==> src/rtl/btc_nonce_result_fifo_if.sv <==
// Bus between the nonce result FIFO and its neighbours: the core-side result
// inputs, the register-block pop/clear controls and the status/readout outputs.
interface btc_nonce_result_fifo_if #(
  parameter int DEPTH   = 4,
  parameter int NONCE_W = 32,
  parameter int CNT_W   = 16
);
  localparam int CW = $clog2(DEPTH) + 1;

  logic               clear;
  logic               found_flag;
  logic [NONCE_W-1:0] nonce_out;
  logic               core_done;
  logic               pop;
  logic [NONCE_W-1:0] head_nonce;
  logic [CW-1:0]      count;
  logic               empty;
  logic               full;
  logic               overflow;
  logic               done_seen;
  logic [CNT_W-1:0]   hits;
  logic               irq;

  modport master (
    output clear, found_flag, nonce_out, core_done, pop,
    input  head_nonce, count, empty, full, overflow, done_seen, hits, irq
  );

  modport slave (
    input  clear, found_flag, nonce_out, core_done, pop,
    output head_nonce, count, empty, full, overflow, done_seen, hits, irq
  );
endinterface

==> src/rtl/btc_nonce_result_fifo.sv <==
// Queues winning nonces from the mining core for the register block, with
// sticky done/overflow status, a saturating hit counter and a pending irq.
module btc_nonce_result_fifo #(
  parameter int DEPTH   = 4,
  parameter int NONCE_W = 32,
  parameter int CNT_W   = 16
) (
  input logic                 clk,
  input logic                 arst_n_a,
  btc_nonce_result_fifo_if.slave bus
);
  localparam int PW = $clog2(DEPTH);
  localparam int CW = PW + 1;

  logic [DEPTH-1:0][NONCE_W-1:0] mem;
  logic [PW-1:0]      wr_ptr, rd_ptr, rd_ptr_nxt;
  logic [CW-1:0]      cnt, cnt_nxt;
  logic [NONCE_W-1:0] head_q, head_nxt;
  logic [CNT_W-1:0]   hits_q;
  logic               found_q, done_q;
  logic               ovf_q, ovf_nxt, done_seen_q, irq_q;
  logic               push_req, done_rise, do_push, do_pop, is_empty, is_full;

  assign is_empty  = (cnt == '0);
  assign is_full   = (cnt == CW'(DEPTH));
  assign push_req  = bus.found_flag & ~found_q;
  assign done_rise = bus.core_done & ~done_q;
  assign do_pop    = bus.pop & ~is_empty;
  // A pop frees the slot in the same cycle, so a push into a full FIFO survives.
  assign do_push   = push_req & (~is_full | do_pop);

  always_comb begin
    rd_ptr_nxt = rd_ptr + PW'(do_pop);
    cnt_nxt    = cnt + CW'(do_push) - CW'(do_pop);
    ovf_nxt    = ovf_q | (push_req & is_full & ~do_pop);
    head_nxt   = '0;
    // Forward the incoming nonce when it becomes the head (empty or last-entry pop).
    if (cnt_nxt != '0)
      head_nxt = (do_push && (wr_ptr == rd_ptr_nxt)) ? bus.nonce_out : mem[rd_ptr_nxt];
  end

  always_ff @(posedge clk or negedge arst_n_a) begin
    if (!arst_n_a) begin
      mem         <= '0;
      wr_ptr      <= '0;
      rd_ptr      <= '0;
      cnt         <= '0;
      head_q      <= '0;
      hits_q      <= '0;
      found_q     <= 1'b0;
      done_q      <= 1'b0;
      ovf_q       <= 1'b0;
      done_seen_q <= 1'b0;
      irq_q       <= 1'b0;
    end else if (bus.clear) begin
      mem         <= '0;
      wr_ptr      <= '0;
      rd_ptr      <= '0;
      cnt         <= '0;
      head_q      <= '0;
      hits_q      <= '0;
      // Track current levels so a level already high is not seen as a new edge.
      found_q     <= bus.found_flag;
      done_q      <= bus.core_done;
      ovf_q       <= 1'b0;
      done_seen_q <= 1'b0;
      irq_q       <= 1'b0;
    end else begin
      found_q <= bus.found_flag;
      done_q  <= bus.core_done;
      if (do_push) begin
        mem[wr_ptr] <= bus.nonce_out;
        wr_ptr      <= wr_ptr + PW'(1);
      end
      rd_ptr <= rd_ptr_nxt;
      cnt    <= cnt_nxt;
      head_q <= head_nxt;
      ovf_q  <= ovf_nxt;
      irq_q  <= (cnt_nxt != '0) | ovf_nxt;
      if (done_rise)
        done_seen_q <= 1'b1;
      if (push_req && (hits_q != '1))
        hits_q <= hits_q + CNT_W'(1);
    end
  end

  assign bus.head_nonce = head_q;
  assign bus.count      = cnt;
  assign bus.empty      = is_empty;
  assign bus.full       = is_full;
  assign bus.overflow   = ovf_q;
  assign bus.done_seen  = done_seen_q;
  assign bus.hits       = hits_q;
  assign bus.irq        = irq_q;
endmodule

==> src/flat_wrapper.sv <==
// flat-port wrapper written by rule: the top's interface ports become plain ports
module btc_nonce_result_fifo_flat 
#(
  parameter int DEPTH   = 4,
  parameter int NONCE_W = 32,
  parameter int CNT_W   = 16
)
  (clk, arst_n_a, bus_clear, bus_found_flag, bus_nonce_out, bus_core_done, bus_pop, bus_head_nonce, bus_count, bus_empty, bus_full, bus_overflow, bus_done_seen, bus_hits, bus_irq);
  btc_nonce_result_fifo_if #(.DEPTH(DEPTH), .NONCE_W(NONCE_W), .CNT_W(CNT_W)) bus_i ();
  input logic clk;
  input logic arst_n_a;
  input wire logic [$bits(bus_i.clear)-1:0] bus_clear;
  input wire logic [$bits(bus_i.found_flag)-1:0] bus_found_flag;
  input wire logic [$bits(bus_i.nonce_out)-1:0] bus_nonce_out;
  input wire logic [$bits(bus_i.core_done)-1:0] bus_core_done;
  input wire logic [$bits(bus_i.pop)-1:0] bus_pop;
  output wire logic [$bits(bus_i.head_nonce)-1:0] bus_head_nonce;
  output wire logic [$bits(bus_i.count)-1:0] bus_count;
  output wire logic [$bits(bus_i.empty)-1:0] bus_empty;
  output wire logic [$bits(bus_i.full)-1:0] bus_full;
  output wire logic [$bits(bus_i.overflow)-1:0] bus_overflow;
  output wire logic [$bits(bus_i.done_seen)-1:0] bus_done_seen;
  output wire logic [$bits(bus_i.hits)-1:0] bus_hits;
  output wire logic [$bits(bus_i.irq)-1:0] bus_irq;
  assign bus_i.clear = bus_clear;
  assign bus_i.found_flag = bus_found_flag;
  assign bus_i.nonce_out = bus_nonce_out;
  assign bus_i.core_done = bus_core_done;
  assign bus_i.pop = bus_pop;
  assign bus_head_nonce = bus_i.head_nonce;
  assign bus_count = bus_i.count;
  assign bus_empty = bus_i.empty;
  assign bus_full = bus_i.full;
  assign bus_overflow = bus_i.overflow;
  assign bus_done_seen = bus_i.done_seen;
  assign bus_hits = bus_i.hits;
  assign bus_irq = bus_i.irq;
  btc_nonce_result_fifo #(.DEPTH(DEPTH), .NONCE_W(NONCE_W), .CNT_W(CNT_W)) u_core (.clk(clk), .arst_n_a(arst_n_a), .bus(bus_i));
endmodule
==> config.mk <==
export PLATFORM = sky130hd
export DESIGN_NAME = btc_nonce_result_fifo_flat
export DESIGN_NICKNAME = d
export VERILOG_FILES = /design/src/rtl/btc_nonce_result_fifo_if.sv /design/src/rtl/btc_nonce_result_fifo.sv /design/src/flat_wrapper.sv
export SDC_FILE = /design/constraint.sdc
export NUM_CORES = 1
export LEC_CHECK = 0
export ABC_AREA = 1
export CORE_MARGIN = 2
export CORE_UTILIZATION = 45
export DETAILED_ROUTE_END_ITERATION = 6
export PLACE_DENSITY = 0.66
export SYNTH_ARGS = -nofsm -noshare
export SYNTH_HDL_FRONTEND = slang
export SYNTH_SLANG_ARGS = --single-unit
==> constraint.sdc <==
create_clock -name clk -period 2.5 [get_ports clk]
set_clock_uncertainty 0.05 [all_clocks]
set_input_delay 0.25 -clock clk [delete_from_list [all_inputs] [get_ports clk]]
set_output_delay 0.25 -clock clk [all_outputs]
set_load 0.01 [all_outputs]
[Word-level counts from Yosys, hierarchy flattened]
Index checks and enable logic that the tools add are counted.
Widths: inputs -> output; s select.
Word-level totals
  bits in registers: 188
  output and inout bits: 56
  word-level logic and storage cells: 67
Operators by class
  magnitude comparators: 3
  equality and inequality tests: 3
  add/sub/neg operators: 5
  mux-type cells: 20
  reductions and logical operators: 8
  bitwise operators: 14
Operators by type and width (count)
  $mux 128: 2
  $mux 32: 5
  $bwmux 128: 1
  $bmux 32 s2: 1
  $demux 32 s2: 1
  $mux 16: 2
  $add 16x1->16 const B: 1
  $ne 16x16->1 const B: 1
  $and 1x1->1: 6
  $lt 2x3->1 const B: 2
  $mux 2: 3
  $reduce_bool 2->1: 3
  $not 1->1: 5
  $mux 1: 4
  $add 3x1->3: 1
  $eq 3x3->1 const B: 1
  $logic_and 1x1->1: 3
  $logic_not 3->1: 1
  $mux 3: 1
  $or 1x1->1: 3
  $reduce_bool 3->1: 1
  $sub 3x1->3: 1
  $add 2x1->2: 1
  $add 2x1->2 const B: 1
  2 further kinds: 2

[Logic depth before layout (Yosys ltp)]
  depth in word-level cells: 10
  mapped depth: 14
  mapped depth without buffers: 13

[Worst setup path before layout]
No wires, ideal clock.
  path kind: register -> register
  start point: register u_core.cnt[1], in the netlist u_core.bus.count[1]
  end point: register u_core.head_q[10], in the netlist u_core.bus.head_nonce[10]
  buffers on the path: 1
  slack: 34 ps
  arrival: 2344 ps
  required time: 2379 ps
  cell stages (with the launch flop): 14
  cells stage by stage: dfrtp_1 -> inv_1 -> nand2_1 -> nor2_2 -> nand2_1 -> nand2_4 -> inv_4 -> ha_1 -> inv_1 -> fa_1 -> a31oi_1 -> buf_2 -> nand2_1 -> nor2_1
RTL lines
  start: declaration: line btc_nonce_result_fifo.sv:17  | logic [CW-1:0] cnt, cnt_nxt;
  start signal: assignment: line btc_nonce_result_fifo.sv:76  | cnt <= cnt_nxt;
  $eq 3x3->1 *: line btc_nonce_result_fifo.sv:25  | assign is_full = (cnt == CW'(DEPTH));
  named net bus_full: line flat_wrapper.sv:20  | output wire logic [$bits(bus_i.full)-1:0] bus_full;
  $not 1->1 *: line btc_nonce_result_fifo.sv:30  | assign do_push = push_req & (~is_full | do_pop);
  $or 1x1->1 *: line btc_nonce_result_fifo.sv:30
  $and 1x1->1 *: line btc_nonce_result_fifo.sv:30
  $add 3x1->3: line btc_nonce_result_fifo.sv:34  | cnt_nxt = cnt + CW'(do_push) - CW'(do_pop);
  $sub 3x1->3: line btc_nonce_result_fifo.sv:34
  $reduce_bool 3->1: line btc_nonce_result_fifo.sv:38  | if (cnt_nxt != '0)
  $mux 32 *: line btc_nonce_result_fifo.sv:38
  $mux 32 *: line btc_nonce_result_fifo.sv:55  | end else if (bus.clear) begin
  end signal: assignment: line btc_nonce_result_fifo.sv:77  | head_q <= head_nxt;
  end: declaration: line btc_nonce_result_fifo.sv:18  | logic [NONCE_W-1:0] head_q, head_nxt;
The timed path passes the listed nets; every way through them passes the cells marked *. The select of a mux whose other input is x is not followed.
A chain may end at the register's enable or synchronous reset.

[Final worst setup path]
  start point: register u_core.cnt[1], in the netlist u_core.bus.count[1]
  end point: register u_core.head_q[6], in the netlist u_core.bus.head_nonce[6]
Between the ends
  cells in the longest elaborated chain, start to end: 10
Ends and longest elaborated chain
  $logic_not 3->1: line btc_nonce_result_fifo.sv:24  | assign is_empty = (cnt == '0);
  $not 1->1: line btc_nonce_result_fifo.sv:28  | assign do_pop = bus.pop & ~is_empty;
  $and 1x1->1: line btc_nonce_result_fifo.sv:28
  $or 1x1->1: line btc_nonce_result_fifo.sv:30
  $and 1x1->1: line btc_nonce_result_fifo.sv:30
  $add 3x1->3: line btc_nonce_result_fifo.sv:34
  $sub 3x1->3: line btc_nonce_result_fifo.sv:34
  $reduce_bool 3->1: line btc_nonce_result_fifo.sv:38
  $mux 32 *: line btc_nonce_result_fifo.sv:38
  $mux 32 *: line btc_nonce_result_fifo.sv:55
Mark *: on every way between the ends. The rest lies on a longest branch, timed or not. The select of a mux whose other input is x is not followed.

==> results.toml <==
[outcome]
status = "finished, final reports clean"

[global_routing]
grt_max_degree = 55
grt_pass1_vias = 7747
grt_usage_pct = 23.9
antenna_found_initial = 0
grt_first_pass_wirelength_mm = 41.0
gr-total-overflow = 0

[timing]
setup_ws_ns = 0.0773
slew_viol_final = 0
period_share_pct = 96.9
worstMarginPinSlew_ns = 0.558
rsz0062_at_grt = "yes"
finalHoldViolations = 0
max_freq_mhz = 413
max_slew_margin_pct = 62.8
setup_viol = 0
period_minus_slack_ns = 2.42

[power]
p_leak_nw = 5.39
ir_drop_mv = 0.574
power.density_mw_per_mm2 = 975

[critical_path]
critPathLaunchType = "flip-flop"
required_ns = 2.81
cp.arrival_ns = 2.73
end_kind = "flip-flop"
path_class = "flip-flop to flip-flop"
worstPathMaxFanout = 17

[detailed_routing]
antenna_left = 0
dr.pass1.iters = 6
drt-total-wl_mm = 25.3
drc = 0
wl_met3_mm = 1.38
via_per_inst = 5.31
drt_iter0_drc = 597
vias = 7940
wl_per_cell_um = 16.9
drt-met1-wl_mm = 11.6
highest_layer = "met4"
dr_wl_met2_mm = 11.8

[yosys]
synthCells = 1114
synth_top_cell_area_share_pct = 52.0
ys_seq_area_share_pct = 52.0
syn-num-nets = 1159
yosys_warnings = 0
synth_area_leaders = "dfrtp_1 (52%), nand3_1 (9.3%), nand2_1 (9.0%)"
avgSynthCellArea_um2 = 8.13
synth_area_mm2 = 0.00905
ys.flop_type = "dfrtp_1"
synth_enable_flop_cells = 0
post_synth_num_cell_types = 33
synthTopCellsByCount = "nand2_1 (216), dfrtp_1 (188), inv_1 (182)"
synth_most_common_cell = "nand2_1"
synthArstFlopShare_pct = 100
yosysTopAreaCell = "dfrtp_1"
synth_seq_cells = 188

[placement]
place_area_mm2 = 0.0105
gp_congestion = 0.820
pre_cts_ws_ns = -0.247
io_buffer_count = 93
place_hpwl_mm = 15.4

[floorplanning]
initial_core_util_pct = 46.2
coreArea_mm2 = 0.0196
row_count = 51
die_y_um = 146
dieWidth_um = 146
dieArea_mm2 = 0.0213
ios = 94

[clocking]
clk_pin_slew_ns = 0.07
htreeDepth = 4
clockBufferDepth = 2
clk_latency_ns = 0.43
cts_tree = "done"
numCtsBuffers = 17
cts.sinks = 188
cts-root-buf = "clkbuf_16"

[worst_hold_path]
hp-class = "primary input to flip-flop"

[cells_and_area]
final_cell_area_mm2 = 0.0112
syn_to_final_growth_pct = 23.9
insertedDiodeCount = 0
drive_gt1_share_pct = 9.84
nets = 1263

[job]
cap_violations = 0
metrics by stage:
| stage | setup TNS (ns) | utilization (%) | std cells | hold WS [ns] | power (mW) |
|---|---|---|---|---|---|
| after floorplan | 0 | - | 1114 | -0.0956 | 6.10 |
| after global placement | -3.32 | 53.5 | 1457 | 0.212 | 7.82 |
| after detailed placement | -5.44 | 53.5 | 1457 | 0.216 | 7.86 |
| after CTS | 0 | 56.8 | 1489 | 0.226 | 10.8 |
| after global routing | -0.391 | 57.3 | 1495 | 0.241 | 11.6 |
| final | 0 | 57.3 | 1495 | 0.237 | 10.9 |
placed cells by master, fill, tap and decap left out, types with 2 or more instances in the layout:
cell type	synthesis	routed
dfrtp_1	188	188
nand2_2	6	8
nor2_2	3	4
bufinv_16	0	4
o31ai_1	2	2
nor2_1	96	95
clkbuf_16	0	18
xor2_1	2	2
ha_1	6	5
nand2_1	216	214
nor3_1	6	6
nand2_4	3	3
o21ai_0	9	9
nand3_1	169	169
buf_12	0	10
clkinv_2	0	3
nor2_4	2	2
clkdlybuf4s50_1	0	92
clkinvlp_4	0	5
xnor2_2	0	2
buf_4	5	50
inv_2	1	2
a21oi_1	7	7
o22ai_1	128	128
nand4_1	5	5
inv_1	182	181
critical path, stage by stage, from the launching register on:
cell	delay, ns
dfrtp_1	0.43
nor2_2	0.14
nand2_4	0.09
nand2_4	0.07
xnor2_2	0.11
ha_2	0.20
inv_2	0.04
fa_2	0.34
xnor2_2	0.17
a31oi_4	0.32
buf_12	0.20
nand2_1	0.06
nor2_1	0.10
registers in the layout, summed over array words and instances, names as in the netlist:
name / flops
u_core.bus.done_seen: 1
u_core.bus.head_nonce: 32
u_core.rd_ptr: 2
u_core.mem: 128
u_core.bus.hits: 16
u_core.found_q: 1
u_core.bus.count: 3
u_core.bus.irq: 1
u_core.wr_ptr: 2
u_core.bus.overflow: 1
u_core.done_q: 1
logic make-up (layout without fill, tap and decap cells):
family,after synthesis,count (layout),share of synthesized area [%]
adder cells (fa/ha/maj),7,7,1.05
buffers and inverters,255,371,11.7
AO/OA/AOI/OAI,149,149,10.1
AND/OR/NAND/NOR,510,510,24.6
XOR/XNOR,5,5,0.484
flip-flops,188,188,52.0
report_power, final:
group	switching [mW]	internal (mW)	leakage, nW
registers	0.142	3.40	2.58
clock network	1.20	1.67	0.289
logic	2.59	1.94	2.51
total	3.93	7.01	5.39
path summary, 6_finish.rpt:
path,from,end,slack (ns),cells after the start
max,u_core.bus.count[1]$_DFF_PN0_,u_core.bus.head_nonce[6]$_DFF_PN0_,0.08,12
min,bus_core_done,u_core.done_q$_DFF_PN0_,0.24,1
max reg2reg,u_core.bus.count[1]$_DFF_PN0_,u_core.bus.head_nonce[6]$_DFF_PN0_,0.08,12
min reg2reg,u_core.bus.done_seen$_DFFE_PN0P_,u_core.bus.done_seen$_DFFE_PN0P_,0.46,2
max in group asynchronous,arst_n_a,u_core.mem[54]$_DFFE_PN0P_,1.41,3
min in group asynchronous,arst_n_a,u_core.bus.hits[2]$_DFFE_PN0P_,0.30,2
per-layer routing:
layer | global-route usage (%) | vias to the layer above
met1 | 34.1 | 3847
met3 | 3.98 | 31
met4 | 7.30 | 0
li1 | - | 3801
met2 | 37.6 | 261
met5 | 0 | -
layout make-up:
type,instances,area [um2]
Clock buffer,17,425
Timing Repair Buffer,155,1540
Multi-Input combinational cell,671,3330
Tap cell,265,332
Fill cell,1827,8370
Inverter,185,697
Sequential cell,188,4700
Clock inverter,14,193
what timing repair did:
| item | 4_1_cts | 5_1_grt |
|---|---|---|
| resized for setup | 2 | 10 |
| cloned | 0 | 1 |
| pin swaps | 0 | 2 |
| setup endpoints to repair | 11 | 33 |
| setup buffers | 0 | 5 |
| hold buffers | 1 | 0 |
| endpoints found under the hold margin | 49 | 0 |
No activity file was read; power rests on OpenSTA's default activity.
